<file path="src/rtl/result_dump_ctrl.sv">
// result_dump_ctrl: drains DEPTH output-memory words over a valid/ready stream after Finish, or flags a negative cycle.
module result_dump_ctrl #(
  parameter int DEPTH = 8192,
  parameter int AW    = 13
) (
  input  logic          clock,
  input  logic          reset,
  input  logic          Finish,
  input  logic          NegCycle,
  output logic [AW-1:0] OMAR,
  input  logic [15:0]   OMDR,
  output logic [15:0]   DumpData,
  output logic          DumpInf,
  output logic          DumpValid,
  input  logic          DumpReady,
  output logic          DumpLast,
  output logic          Busy,
  output logic          Done,
  output logic          NegFlag
);
  localparam logic [AW-1:0] LAST = AW'(DEPTH - 1);
  typedef enum logic [2:0] {IDLE, FETCH, SEND, NEG, DONE} state_t;
  state_t state, state_n;
  logic finish_q, neg_q;
  logic [AW-1:0] omar_n;
  logic [15:0] data_n;
  logic inf_n, valid_n, last_n, done_n, negflag_n;
  logic fin_rise, neg_rise;
  assign fin_rise = Finish & ~finish_q;
  assign neg_rise = NegCycle & ~neg_q;
  assign Busy = (state == FETCH) || (state == SEND);
  always_comb begin
    state_n   = state;
    omar_n    = OMAR;
    data_n    = DumpData;
    inf_n     = DumpInf;
    valid_n   = DumpValid;
    last_n    = DumpLast;
    done_n    = Done;
    negflag_n = NegFlag;
    case (state)
      IDLE: begin
        if (neg_rise) begin
          state_n   = NEG;
          negflag_n = 1'b1;
          done_n    = 1'b1;
        end else if (fin_rise) begin
          state_n = FETCH;
          omar_n  = '0;
        end
      end
      FETCH: begin
        data_n  = OMDR;
        inf_n   = &OMDR;
        valid_n = 1'b1;
        last_n  = OMAR == LAST;
        state_n = SEND;
      end
      SEND: begin
        if (DumpReady) begin
          valid_n = 1'b0;
          if (OMAR == LAST) begin
            last_n  = 1'b0;
            done_n  = 1'b1;
            state_n = DONE;
          end else begin
            omar_n  = OMAR + AW'(1);
            state_n = FETCH;
          end
        end
      end
      default: ;
    endcase
  end
  // flag history resets high so a level held across reset is not an edge
  always_ff @(posedge clock) begin
    if (reset) begin
      state     <= IDLE;
      finish_q  <= 1'b1;
      neg_q     <= 1'b1;
      OMAR      <= '0;
      DumpData  <= '0;
      DumpInf   <= 1'b0;
      DumpValid <= 1'b0;
      DumpLast  <= 1'b0;
      Done      <= 1'b0;
      NegFlag   <= 1'b0;
    end else begin
      state     <= state_n;
      finish_q  <= Finish;
      neg_q     <= NegCycle;
      OMAR      <= omar_n;
      DumpData  <= data_n;
      DumpInf   <= inf_n;
      DumpValid <= valid_n;
      DumpLast  <= last_n;
      Done      <= done_n;
      NegFlag   <= negflag_n;
    end
  end
endmodule

</file>
<file path="config.mk">
export PLATFORM = sky130hd
export DESIGN_NAME = result_dump_ctrl
export DESIGN_NICKNAME = d
export VERILOG_FILES = /design/src/rtl/result_dump_ctrl.sv
export SDC_FILE = /design/constraint.sdc
export NUM_CORES = 1
export LEC_CHECK = 0
export CAP_MARGIN = 40
export CORE_UTILIZATION = 45
export DETAILED_ROUTE_END_ITERATION = 7
export GPL_TIMING_DRIVEN = 0
export PLACE_DENSITY = 0.84
export SYNTH_ARGS = -nofsm -noshare
export SYNTH_HDL_FRONTEND = slang
export SYNTH_SLANG_ARGS = --single-unit
export TNS_END_PERCENT = 20
</file>
<file path="constraint.sdc">
create_clock -name clock -period 2.64 [get_ports clock]
set_input_delay 0.528 -clock clock [delete_from_list [all_inputs] [get_ports clock]]
set_output_delay 0.528 -clock clock [all_outputs]
set_load 0.02 [all_outputs]
</file>
==> run metrics <==
worst skew pair latency=0.29 ns; Area Growth Syn to Fin=41.5%; Worst-path clk slew=0.07 ns; Layout Nets=293; Synth Register Bits=39; share of cells above drive strength 1=6.62%; Worst Setup End Kind=output pin; Reg area=781 um^2; IO buf count=54; synth warn=0; fin worst setup slack=0.251 ns; drt wl/cell=12.5 um; PwrDens=615 mW/mm^2; vias per cell=5.40; reg2reg path depth=7; die width=63.7 um; pre-CTS setup slack=0.368 ns; Max Cap Viol=0; GRT overflow=0; die height=63.7 um; worst hold stages=2; H-tree depth=2; DRT iter0 DRCs=102; crit path DAT=1.86 ns; Post-Syn Nets=231; post-route ant nets=0; fmax=419 MHz; # IOs=56; sequential-to-total area share from yosys stat=45.5%; RSZ-0062 raised after global routing=no; Setup Crit Path Kind=reg2out; peak supply drop=302 uV; area of the multi-input gates=853 um^2; Lkg Pwr=0.000813 uW; worst-path maximum fanout=10; Final Cycle Share=90.5%; status=finished, violations left; clock tree root driver cell=clkbuf_8; n_diodes=0; DIE AREA=0.00406 mm^2; Final setup viols=0; Slew @ Worst Pin=0.688 ns; Worst R2R Setup Slack=0.34 ns; Initial Utilization=46.8%; Hold/Removal Path Class=reg2reg; Total GRT Usage=21.6%; Fin Setup TNS=0 ns; Rel. slew slack=53.7%; # Post-CTS Setup Buffers=0; fin crit period=2.39 ns; CTS tree=done; drt pass-1 iters=8; DRC Markers=1; most frequent cells in the layout=clkdlybuf4s50_1 (54), nand2_1 (41), dfxtp_1 (39), a21oi_1 (25); DP HPWL=2960 um; CTS Sinks=39; final hold vios=0; routed wire length=4000 um; final slew viol count=0; Post-Syn Instances=209; Final Wtd Congestion=0.892; Avg Synthesized Cell Area=8.20 um^2; core area=0.00366 mm^2; commonest non-fill, non-tap cell in the layout=clkdlybuf4s50_1; post_cts resized=0; Yosys cell types=39; Clock Skew=0.00760 ns; clock buffer depth=2; Hold Crit Start=DumpData[13]; data required time at the worst endpoint=2.11 ns; vias in the first global route=1502; Cell Area, Synth=0.00171 mm^2; largest net degree at the start of global routing=12; total design power=1490 uW; Post-CTS Hold Buffers=0; std cell rows=22; Via Count=1727; Hold EP=DumpData[13]; initial antenna violation count=0; Filler cells=293; global-route wire length before repair=6780 um; crit start category=flop; clock buffer count from CTS=5; RR Endpoint=OMAR[9]; violated checks=DRC; FF-to-FF Start=OMAR[1]
[Yosys cell counts, drive strengths merged]
library cell / n / area [um^2]
clkbuf: 10 / 37.5
and3: 3 / 18.8
nor2: 8 / 30.0
a221oi: 1 / 8.76
or2: 2 / 12.5
nand2: 41 / 154
or3: 1 / 6.26
ha: 1 / 12.5
o311ai: 1 / 8.76
o21ai: 5 / 25.0
o22ai: 1 / 6.26
a2111o: 1 / 11.3
o21ba: 1 / 10.0
nor4: 4 / 25.0
nand4bb: 1 / 11.3
a211o: 2 / 17.5
o41ai: 1 / 8.76
a21bo: 1 / 10.0
nand3: 7 / 35.0
or4: 2 / 15.0
nand2b: 7 / 43.8
nor2b: 2 / 12.5
nor3: 2 / 10.0
a31oi: 14 / 106
dfxtp: 39 / 781
buf: 2 / 16.3
a211oi: 3 / 22.5
a21oi: 25 / 125
a41oi: 2 / 17.5
nand4: 7 / 50.1
and2: 1 / 6.26
inv: 7 / 26.3
o31ai: 2 / 15.0
nor4bb: 1 / 10.0
a22oi: 1 / 7.51
[registers in the layout (all words and copies together) (netlist names)]
signal and flops:
state 3, finish_q 1, neg_q 1, DumpLast 1, Done 1, DumpData 16
DumpInf 1, DumpValid 1, OMAR 13, NegFlag 1
[metal layers]
layer  vias up  track usage [%]  wire length, um
li1        886                -                -
met1       767             28.2             1810
met2        66             33.4             1870
met3         8             5.07              234
met4         0             9.94               85
met5         -                0                0
[power by group]
| group | total, uW | internal [uW] | switching (uW) | leakage (uW) |
|---|---|---|---|---|
| clock | 440 | 238 | 202 | 0.0000515 |
| sequential | 661 | 636 | 24.8 | 0.000317 |
| combinational | 390 | 170 | 220 | 0.000444 |
[area by class of cell]
cell class / count / area share [%]
Sequential cell: 39 / 32.2
Tap cell: 48 / 2.48
Multi-Input combinational cell: 151 / 35.2
Inverter: 7 / 1.08
Clock buffer: 8 / 4.13
Timing Repair Buffer: 55 / 22.7
Buffer: 12 / 2.22
[metrics by stage]
step	cells	utilization (%)	cell area [um^2]	hold slack (ns)
floorplan	209	-	1710	0.535
global placement	311	63.2	2310	0.441
global route	320	66.2	2420	0.471
CTS	320	66.2	2420	0.456
finish	320	66.2	2420	0.454
detailed placement	312	63.5	2320	0.446
[worst max-delay path by stage]
stage	from	endpoint	slack (ns)	cells after the start
final	state[0]	Busy	0.25	4
after global routing	state[0]	Busy	0.09	4
after CTS	state[0]	Busy	0.22	4
after detailed placement	Finish	OMAR[4]	0.37	6
after global placement	reset	OMAR[8]	0.27	4
after floorplan	OMAR[1]	OMAR[8]	0.46	7
[worst max-delay path, cell delays in order (launching register included)]
cell	delay, ns
dfxtp_1	0.34
clkbuf_1	0.32
nand2b_1	0.14
a21oi_1	0.16
clkdlybuf4s50_1	0.62
[kinds of logic (layout without fill, tap and decap cells)]
| group | count (synthesis) | after routing | synth area share (%) |
|---|---|---|---|
| fa+ha+maj | 1 | 1 | 0.730 |
| buf+inv | 19 | 82 | 4.67 |
| compound gates | 61 | 61 | 23.4 |
| flops | 39 | 39 | 45.5 |
| simple gates | 89 | 89 | 25.7 |
Power figures use the tool's default switching activity.
